<file path="config.mk">
export PLATFORM = sky130hd
export DESIGN_NAME = bus_bridge
export DESIGN_NICKNAME = d
export VERILOG_FILES = /design/src/rtl/bus_bridge_pkg.sv /design/src/rtl/bus_bridge.sv
export SDC_FILE = /design/constraint.sdc
export NUM_CORES = 1
export LEC_CHECK = 0
export BUFFER_PORTS_ARGS = -buffer_cell sky130_fd_sc_hd__buf_2
export CAP_MARGIN = 40
export CORE_MARGIN = 2
export CORE_UTILIZATION = 35
export DETAILED_ROUTE_END_ITERATION = 10
export PLACE_DENSITY_LB_ADDON = 0.12
export SLEW_MARGIN = 20
export SYNTH_ARGS = -nofsm -noshare
export SYNTH_HDL_FRONTEND = slang
export SYNTH_SLANG_ARGS = --single-unit
export TNS_END_PERCENT = 30
</file>
<file path="constraint.sdc">
create_clock -name clk -period 2.5 [get_ports clk]
set_input_delay 0 -clock clk [delete_from_list [all_inputs] [get_ports clk]]
set_output_delay 0 -clock clk [all_outputs]
set_load 0.1 [all_outputs]
</file>
<file path="src/rtl/bus_bridge_pkg.sv">
// Shared definitions for the host-to-local-bus write bridge.
// Covers header field positions, burst modes and host register selects.
package bus_bridge_pkg;

    localparam int MODE_BIT  = 28;
    localparam int COUNT_MSB = 27;
    localparam int COUNT_LSB = 16;
    localparam int ADDR_MSB  = 15;
    localparam int COUNT_W   = COUNT_MSB - COUNT_LSB + 1;

    typedef enum logic {
        MODE_W32 = 1'b0,
        MODE_W16 = 1'b1
    } mode_t;

    typedef enum logic {
        SEL_HDR  = 1'b0,
        SEL_DATA = 1'b1
    } sel_t;

endpackage

</file>
<file path="src/rtl/bus_bridge.sv">
// Narrow host write port to addressed local-bus write strobes.
// A header opens a burst; each data word becomes one 32-bit write or two 16-bit writes.
module bus_bridge
    import bus_bridge_pkg::*;
(
    input  logic        clk,
    input  logic        rst,
    input  logic [31:0] bn_data,
    input  logic        bn_addr,
    input  logic        bn_write,
    output logic [31:0] bw_data,
    output logic [15:0] bw_addr,
    output logic        bw_write,
    output logic        fault,
    output logic        complete
);

    logic [15:0]        next_addr  = '0;
    logic [COUNT_W-1:0] remaining  = '0;
    mode_t              mode       = MODE_W32;
    logic               hi_pend    = 1'b0;
    logic [15:0]        hi_addr    = '0;
    logic [15:0]        hi_data    = '0;
    logic [31:0]        bw_data_q  = '0;
    logic [15:0]        bw_addr_q  = '0;
    logic               bw_write_q = 1'b0;
    logic               fault_q    = 1'b0;
    logic               complete_q = 1'b1;

    logic               hdr_wr;
    logic               data_wr;
    logic               hdr_ok;
    logic               data_ok;
    logic               reject;
    logic [COUNT_W-1:0] hdr_count;
    logic               unused_hdr_bits;

    assign unused_hdr_bits = ^bn_data[31:29];

    always_comb begin
        hdr_wr    = bn_write && (bn_addr == SEL_HDR);
        data_wr   = bn_write && (bn_addr == SEL_DATA);
        hdr_count = bn_data[COUNT_MSB:COUNT_LSB];
        hdr_ok    = hdr_wr && complete_q;
        // The cycle that emits a pending high half owns the bus, so data is refused then.
        data_ok   = data_wr && (remaining != '0) && !hi_pend;
        reject    = (hdr_wr && !hdr_ok) || (data_wr && !data_ok);
    end

    always_ff @(posedge clk) begin
        if (rst) begin
            next_addr  <= '0;
            remaining  <= '0;
            mode       <= MODE_W32;
            hi_pend    <= 1'b0;
            hi_addr    <= '0;
            hi_data    <= '0;
            bw_data_q  <= '0;
            bw_addr_q  <= '0;
            bw_write_q <= 1'b0;
            fault_q    <= 1'b0;
            complete_q <= 1'b1;
        end else begin
            bw_write_q <= 1'b0;
            fault_q    <= reject;
            // Evaluated on the current state so completion trails the final strobe by a cycle.
            complete_q <= (remaining == '0) && !hi_pend;

            if (hi_pend) begin
                bw_write_q <= 1'b1;
                bw_addr_q  <= hi_addr;
                bw_data_q  <= {16'h0000, hi_data};
                hi_pend    <= 1'b0;
            end

            if (hdr_ok) begin
                next_addr <= bn_data[ADDR_MSB:0];
                remaining <= hdr_count;
                mode      <= mode_t'(bn_data[MODE_BIT]);
                if (hdr_count != '0) begin
                    complete_q <= 1'b0;
                end
            end

            if (data_ok) begin
                bw_write_q <= 1'b1;
                bw_addr_q  <= next_addr;
                remaining  <= remaining - 1'b1;
                if (mode == MODE_W32) begin
                    bw_data_q <= bn_data;
                    next_addr <= next_addr + 16'd1;
                end else begin
                    bw_data_q <= {16'h0000, bn_data[15:0]};
                    hi_pend   <= 1'b1;
                    hi_addr   <= next_addr + 16'd1;
                    hi_data   <= bn_data[31:16];
                    next_addr <= next_addr + 16'd2;
                end
            end
        end
    end

    assign bw_data  = bw_data_q;
    assign bw_addr  = bw_addr_q;
    assign bw_write = bw_write_q;
    assign fault    = fault_q;
    assign complete = complete_q;

endmodule

</file>
### Word level (Yosys, flattened, before mapping)

Index checks and enable logic that the tools add are counted.
W data, S select, Z words.

* muxes and demuxes: 15
* bitwise logic cells: 2
* reductions and logical operators: 19
* $add $sub $neg: 3

Operators by type and width (number)
* $mux W32: 3
* $mux W16: 5
* $mux W12: 2
* $reduce_bool A12 Y1: 2
* $add A16 B1 Y16 const B: 1
* $add A16 B2 Y16 const B: 1
* $logic_not A12 Y1: 1
* $sub A12 B1 Y12 const B: 1
* $logic_and A1 B1 Y1: 8
* $mux W1: 5
* $reduce_bool A2 Y1: 2
* $logic_not A1 Y1: 3
* $not A1 Y1: 2
* $reduce_and A2 Y1: 1
* $reduce_or A2 Y1: 1
* $logic_or A1 B1 Y1: 1

* input bits: 36
* output and inout port bits: 51
* bits in registers: 113

### Longest topological paths before layout

Gate-level depths: netlist of run 1.

* depth in word-level cells: 6
* gate-level depth with buffers: 10

### Worst setup path after synthesis of run 1

Ideal clock, no wire load.

* path type: reg2reg
* start: reg remaining[0]
* end: reg next_addr[15]
* arrival: 2348 ps
* cell stages (with the launch flop): 9
* library setup time: 74 ps
* required time: 2426 ps
* slack: 77 ps
* cell sequence: dfxtp_1 -> inv_1 -> ha_1 -> or3b_2 -> clkbuf_1 -> o41ai_2 -> or4_1 -> or4_1 -> a31oi_1

* longest elaborated chain between the ends: 4
* elaborated cells between the ends (all ways): 5

RTL lines
* from (decl): line bus_bridge.sv:19 `logic [COUNT_W-1:0] remaining = '0;`
* from (signal assigned): line bus_bridge.sv:78 `remaining <= hdr_count;`
* from (signal assigned): line bus_bridge.sv:88 `remaining <= remaining - 1'b1;`
* $reduce_bool A12 Y1 *: line bus_bridge.sv:46 `data_ok = data_wr && (remaining != '0) && !hi_pend;`
* $logic_and A1 B1 Y1 * (2 in a row): line bus_bridge.sv:46
* $mux W16 or $reduce_bool A2 Y1 (tied branches)
* to (signal assigned): line bus_bridge.sv:77 `next_addr <= bn_data[ADDR_MSB:0];`
* to (signal assigned): line bus_bridge.sv:91 `next_addr <= next_addr + 16'd1;`
* to (signal assigned): line bus_bridge.sv:97 `next_addr <= next_addr + 16'd2;`
* to (decl): line bus_bridge.sv:18 `logic [15:0] next_addr = '0;`

Mark *: on every way between the ends. The rest lies on a longest branch, timed or not.
A chain may end at the register's enable or synchronous reset.

### Worst setup path in the final report of run 1

* start: reg remaining[8]
* end: reg bw_data_q[11] (netlist: bw_data[11])

* longest elaborated chain between the ends: 4
* elaborated cells between the ends (all ways): 5

RTL lines
* $reduce_bool A12 Y1 *: line bus_bridge.sv:46
* $logic_and A1 B1 Y1 * (2 in a row): line bus_bridge.sv:46
* $mux W32 or $reduce_bool A2 Y1 (tied branches)
* to (signal assigned): line bus_bridge.sv:72 `bw_data_q <= {16'h0000, hi_data};`
* to (signal assigned): line bus_bridge.sv:90 `bw_data_q <= bn_data;`
* to (signal assigned): line bus_bridge.sv:93 `bw_data_q <= {16'h0000, bn_data[15:0]};`
* to (decl): line bus_bridge.sv:24 `logic [31:0] bw_data_q = '0;`

Marks and branches as above.

==> impl_metrics.tcl, run 1 <==
set metrics [dict create \
    dr.first_iter.drc_count 479 \
    status "finished, final reports clean" \
    timing.reg2reg.worst_path_depth 7 \
    synth.distinct_cells 53 \
    syn_inst 564 \
    leakage_nw 2.53 \
    yosys.area_share.simple 0.212 \
    worstPathRequired_ns 2.84 \
    fp.dieH_um 122 \
    final_common_cell "dfxtp_1" \
    grt_max_degree 70 \
    peakVddDrop_v 0.000484 \
    synth-main-ff-cell "dfxtp_1" \
    crit_family "simple AND/OR/NAND/NOR gates" \
    route.detailed.drc 0 \
    synth-seq-cells 113 \
    io_pins 87 \
    holdPathStages 2 \
    fin_crit_sh 0.958 \
    gr-total-overflow 0 \
    cp_slowest_stage_delay_ns 0.54 \
    grt_pass1_wl_um 24700 \
    netlist_area_mm2 0.00486 \
    grt_pass1_vias 4767 \
    num_antenna_cells 0 \
    h-tree-depth 4 \
    r2r-start "remaining[8]" \
    slew_headroom 0.509 \
    grt_util_met2 0.355 \
    maxCapViolCount 0 \
    start_util 0.355 \
    dieArea_mm2 0.0149 \
    drive_gt1_frac 0.223 \
    cp.arrival_ns 2.73 \
    finalCoreUtilization 0.471 \
    criticalPathCategory "register to register" \
    vias 4850 \
    synth_top_area_cell "dfxtp_1" \
    p_per_area_mw_per_mm2 905 \
    dr.pass1.iters 6 \
    synth_nets 603 \
    path_clk_slew_ns 0.05 \
    synth-compound-area-share 0.235 \
    p_sw_mw 1.97 \
    hpwl_um 10500 \
    cts_inserted_buffers 17 \
    final_hold_viol_count 0 \
    seqPwrFrac 0.352 \
    cts.sinks 113 \
    maxSlewViolCount 0 \
    clkLatencyLatePin_ns 0.41 \
    wl_per_cell_um 17.6 \
    crit_path_start_kind "register" \
    hp-start "rst" \
    grt_util_met3 0.0463 \
    p_comb_frac 0.255 \
    hold_class "primary input to register" \
    worst_pin_slew_ns 0.737 \
    clkPwrFrac 0.393 \
    multi_input_area_mm2 0.00237 \
    place_congestion 0.857 \
    muxShareOfSynthArea 0 \
    core_mm2 0.0137 \
    rows 43 \
    synth_edf_count 0 \
    async_reset_ff_frac 0 \
    intPower_mw 3.88 \
    finalCriticalPeriod_ns 2.39 \
    via_per_inst 5.54 \
    r2r-end "bw_data[11]" \
    area_delta_synth_final_pct 32.8 \
    p_total_mw 5.84 \
    report.final.setup_viol 0 \
    drt-total-wl_um 15400 \
    fin_worst_skew_ns 0.00725 \
    use_met1 0.280 \
    grt_antenna_before_repair 0 \
    rsz0062_at_grt "no" \
    root_buffer "clkbuf_16" \
    yosys-top-cells-area "dfxtp_1 47%, nor2_1 6.8%, a222oi_1 6.6%" \
    p_sw_frac 0.337 \
    grtUsageTotal 0.216 \
    hold_end "bw_data[15]" \
    endpoint_kind "register" \
    tns_ns 0 \
    fmax_mhz 418 \
    rrSetupSlack_ns 0.11 \
    fin_nets 724 \
    die_x_um 122 \
    slowest_stage "or4_1" \
    seqCellArea_mm2 0.00226 \
    filler_cell_count 1347 \
    most-common-layout-cells "112 x dfxtp_1, 88 x nor2_1, 85 x buf_2, 66 x nand2_1, 38 x a21oi_1" \
    synth_top_family_by_area "compound AO/OA/AOI/OAI gates" \
    clockBufferDepth 2 \
    port_buffers 86 \
    path_cells "or4_1 -> buf_4 -> or4_4 -> a31oi_4 -> buf_12 -> a222oi_1 -> nor2_1" \
    synth_xor_area_frac 0.0324 \
    ys_warn_count 0 \
    ant_nets 0 \
    path_buf_inv 2 \
    syn_area_per_cell_um2 8.63 \
    synth_fa_ha_area_frac 0.00772 \
    crit_fanout 33 \
    synth-seq-area-share 0.465 \
    cts_tree "done" \
    top_usage_layer "met2" \
    synth_top_area_frac 0.465 \
]
==> repair_timing <==
| item | CTS | global route |
|---|---|---|
| gates resized for setup | 0 | 2 |
| buffers inserted | 0 | 0 |
| endpoints found under the hold margin | 77 | 0 |
| endpoints found under the setup margin | 0 | 5 |
| hold buffers | 33 | 0 |
==> area by class of cell <==
type / instances / share of cell area
Clock buffer: 23 / 0.0724
Clock inverter: 7 / 0.0132
Inverter: 4 / 0.00232
Multi-Input combinational cell: 396 / 0.367
Sequential cell: 113 / 0.350
Tap cell: 180 / 0.0349
Timing Repair Buffer: 153 / 0.160
==> layer usage <==
| metal | vias up | wire (um) |
|---|---|---|
| met5 | - | 0 |
| met4 | 0 | 214 |
| met3 | 16 | 836 |
| met2 | 157 | 7390 |
| met1 | 2345 | 7010 |
| li1 | 2332 | - |
==> Yosys cell counts, drive strengths merged (2+ instances only) <==
master  number
xnor2        6
o41ai        2
buf         14
dfxtp      113
a211oi      13
nor2        88
nor3         9
a311oi       3
o21ai        6
clkbuf      37
nand2b       4
o311ai       4
nand3       16
nor4         9
a221o        2
a21oi       38
and3         4
o211ai       5
a22oi       20
nand2       66
ha           3
nand4        5
nand3b       2
or4          7
xor2        12
a221oi       2
a222oi      32
nand4b       2
a31oi       11
or3          6
inv          4
or2          3
==> worst max-delay path by stage <==
stage	endpoint	slack (ns)	cells after the start	start
2_1_floorplan	next_addr[15]	0.08	8	remaining[0]
3_3_place_gp	next_addr[15]	0.13	8	remaining[1]
3_5_place_dp	next_addr[15]	0.08	8	remaining[1]
4_1_cts	next_addr[15]	0.06	8	remaining[1]
5_1_grt	next_addr[15]	0.007	8	remaining[0]
6_report	bw_data[11]	0.11	7	remaining[8]
==> state kept, by name, summed over array words and instances, names as in the netlist, 12 cells and up <==
signal,cells
bw_addr,16
bw_data,32
hi_addr,16
hi_data,16
next_addr,16
remaining,12
==> logic make-up (layout without fill, tap and decap cells) <==
| family | Yosys count | in the layout |
|---|---|---|
| AOI/OAI and AO/OA | 148 | 148 |
| xor gates and xnor gates | 18 | 18 |
| adders and majority gates | 3 | 3 |
| buffers and inverters | 55 | 187 |
| DFF | 113 | 113 |
| and+or+nand+nor | 227 | 227 |
==> power by group through the flow <==
stage                     clock [mW]  combinational (mW)  sequential, mW
after floorplan                    0               0.593            2.54
after global placement             0                1.43            2.09
after detailed placement           0                1.44            2.09
after CTS                       2.33                1.48            2.05
after global routing            2.42                1.59            2.07
final                           2.30                1.49            2.06
==> worst register-to-register path, stage by stage (launching register included) <==
cell and delay (ns):
dfxtp_1 0.33, or4_1 0.54, buf_4 0.19, or4_4 0.54, a31oi_4 0.25, buf_12 0.22, a222oi_1 0.12, nor2_1 0.13
==> per-stage QoR <==
step / instance area [um^2] / std cells / setup WS, ns / hold WS (ns)
5_1_grt: 6460 / 876 / 0.00673 / 0.157
2_1_floorplan: 4860 / 564 / 0.0775 / 0.122
4_1_cts: 6460 / 876 / 0.0637 / 0.121
6_report: 6460 / 876 / 0.106 / 0.119
3_3_place_gp: 5570 / 813 / 0.133 / 0.261
3_5_place_dp: 5570 / 813 / 0.0831 / 0.267
Note: power is estimated with default switching activity, not from simulation.
==> inputs of run 2 (changes only) <==
Settings changed: CORE_ASPECT_RATIO set to 1.5.
==> run 2 against run 1 <==
  * Total power grew 1.9%
  * Setup slack improved by 0.045 ns
  * Global-route usage is essentially flat
  * Maximum frequency up 1.9%
  * Wire length grew 0.96%
  * Final area up 0.68%
  * Count of clock-buffer cells in the layout shrank 2
  * Combinational power about the same
  * Via count fell by 0.66%
==> impl_metrics.tcl, run 2 (synthesis results as in run 1) <==
set metrics [dict create \
    status "finished, final reports clean" \
    tns_ns 0 \
    r2r-start "remaining[1]" \
    post_dp_cell_area_mm2 0.00556 \
    filler_cell_count 1324 \
    io_pins 87 \
    maxSlewViolCount 0 \
    drive_gt1_frac 0.227 \
    critPathLaunch "remaining[1]" \
    cts_tree "done" \
    grt_pass1_wl_um 25200 \
    dpl.cell_count 792 \
    root_buffer "clkbuf_16" \
    fin_crit_sh 0.939 \
    rows 52 \
    hold_class "primary input to register" \
    dr.pass1.iters 6 \
    start_util 0.359 \
    criticalPathCategory "register to register" \
    maxCapViolCount 0 \
    port_buffers 86 \
    grt_antenna_before_repair 0 \
    grt_max_degree 60 \
    slew_headroom 0.566 \
    cts.sinks 113 \
    most-common-layout-cells "113 x dfxtp_1, 88 x nor2_1, 85 x buf_2, 66 x nand2_1, 38 x a21oi_1" \
    crit_path_start_kind "register" \
    dieArea_mm2 0.0149 \
    die_x_um 100 \
    h-tree-depth 4 \
    area_delta_synth_final_pct 33.7 \
    final_hold_viol_count 0 \
    rrSetupSlack_ns 0.15 \
    ant_nets 0 \
    final_common_cell "dfxtp_1" \
    crit_fanout 7 \
    worstPathRequired_ns 2.83 \
    worst_pin_slew_ns 0.651 \
    multi_input_area_mm2 0.00239 \
    wl_per_cell_um 18.2 \
    fin_nets 722 \
    report.final.setup_viol 0 \
    largest_reg_flops 32 \
    path_clk_slew_ns 0.06 \
    clkLatencyLatePin_ns 0.41 \
    gr-total-overflow 0 \
    grtUsageTotal 0.216 \
    hpwl_um 10700 \
    cp.arrival_ns 2.68 \
    via_per_inst 5.62 \
    leakage_nw 2.54 \
    place_congestion 0.848 \
    p_per_area_mw_per_mm2 916 \
    fin_worst_skew_ns 0.0120 \
    peakVddDrop_v 0.000486 \
    timing.reg2reg.worst_path_depth 7 \
    grt_pass1_vias 4788 \
    clockBufferDepth 2 \
    finalCoreUtilization 0.481 \
    fmax_mhz 426 \
    route.detailed.drc 0 \
    drt-total-wl_um 15600 \
    cts_inserted_buffers 17 \
    finalCriticalPeriod_ns 2.35 \
    endpoint_kind "register" \
    endpoint "next_addr[15]" \
    dr.first_iter.drc_count 328 \
    seqCellArea_mm2 0.00226 \
    fp.dieH_um 148 \
    rsz0062_at_grt "no" \
    r2r-end "next_addr[15]" \
    design_area_mm2 0.00650 \
    vias 4818 \
    core_mm2 0.0135 \
    final_cells 858 \
    num_antenna_cells 0 \
    whs_ns 0.0705 \
]
run 2: per-stage QoR:
stage                     total power [mW]  setup WS, ns
final                                 5.96         0.151
after global routing                  6.22       0.00823
after CTS                             5.98        0.0358
after detailed placement              3.53        0.0433
after global placement                3.52         0.115
after floorplan                       3.13        0.0775
run 2: final cells by class:
cell class              instances  area share
multi-input cells             396       0.368
flip-flops and latches        113       0.348
inverters                       4     0.00231
clock inverters                11      0.0202
clock buffers                  21      0.0708
repair buffers                151       0.160
well taps                     162      0.0312
run 2: timing repair:
item | in CTS | in global routing
gates resized for setup | 0 | 4
setup buffers | 0 | 1
hold buffers | 33 | 0
hold endpoints to repair | 77 | 0
endpoints found under the setup margin | 0 | 79
run 2: power by group:
group	switching [mW]	leakage, nW	total [mW]	internal (mW)
Combinational	1.05	1.34	1.50	0.451
Sequential	0.117	0.918	2.06	1.94
Clock	0.875	0.280	2.40	1.52
Total	2.04	2.54	5.96	3.92
run 2: worst min path at each step:
stage	from	end	cells past startpoint
final	rst	bw_addr[13]	2
after global routing	rst	bw_addr[13]	2
after CTS	rst	bw_addr[13]	2
after detailed placement	bn_data[30]	hi_data[14]	3
after global placement	bn_data[31]	bw_data[31]	3
after floorplan	bn_data[13]	next_addr[13]	2
run 2: worst max-delay path: stages, from the launching register on:
cell and delay (ns):
dfxtp_1 0.37, inv_1 0.06, ha_1 0.20, or3b_4 0.31
o41ai_4 0.11, or4_4 0.58, or4_1 0.48, a31oi_1 0.16
run 2: routing by layer:
layer  track usage  share of wire
met1         0.254           0.41
met4        0.0753          0.016
met2         0.387           0.53
met3        0.0432          0.050
met5             0              0
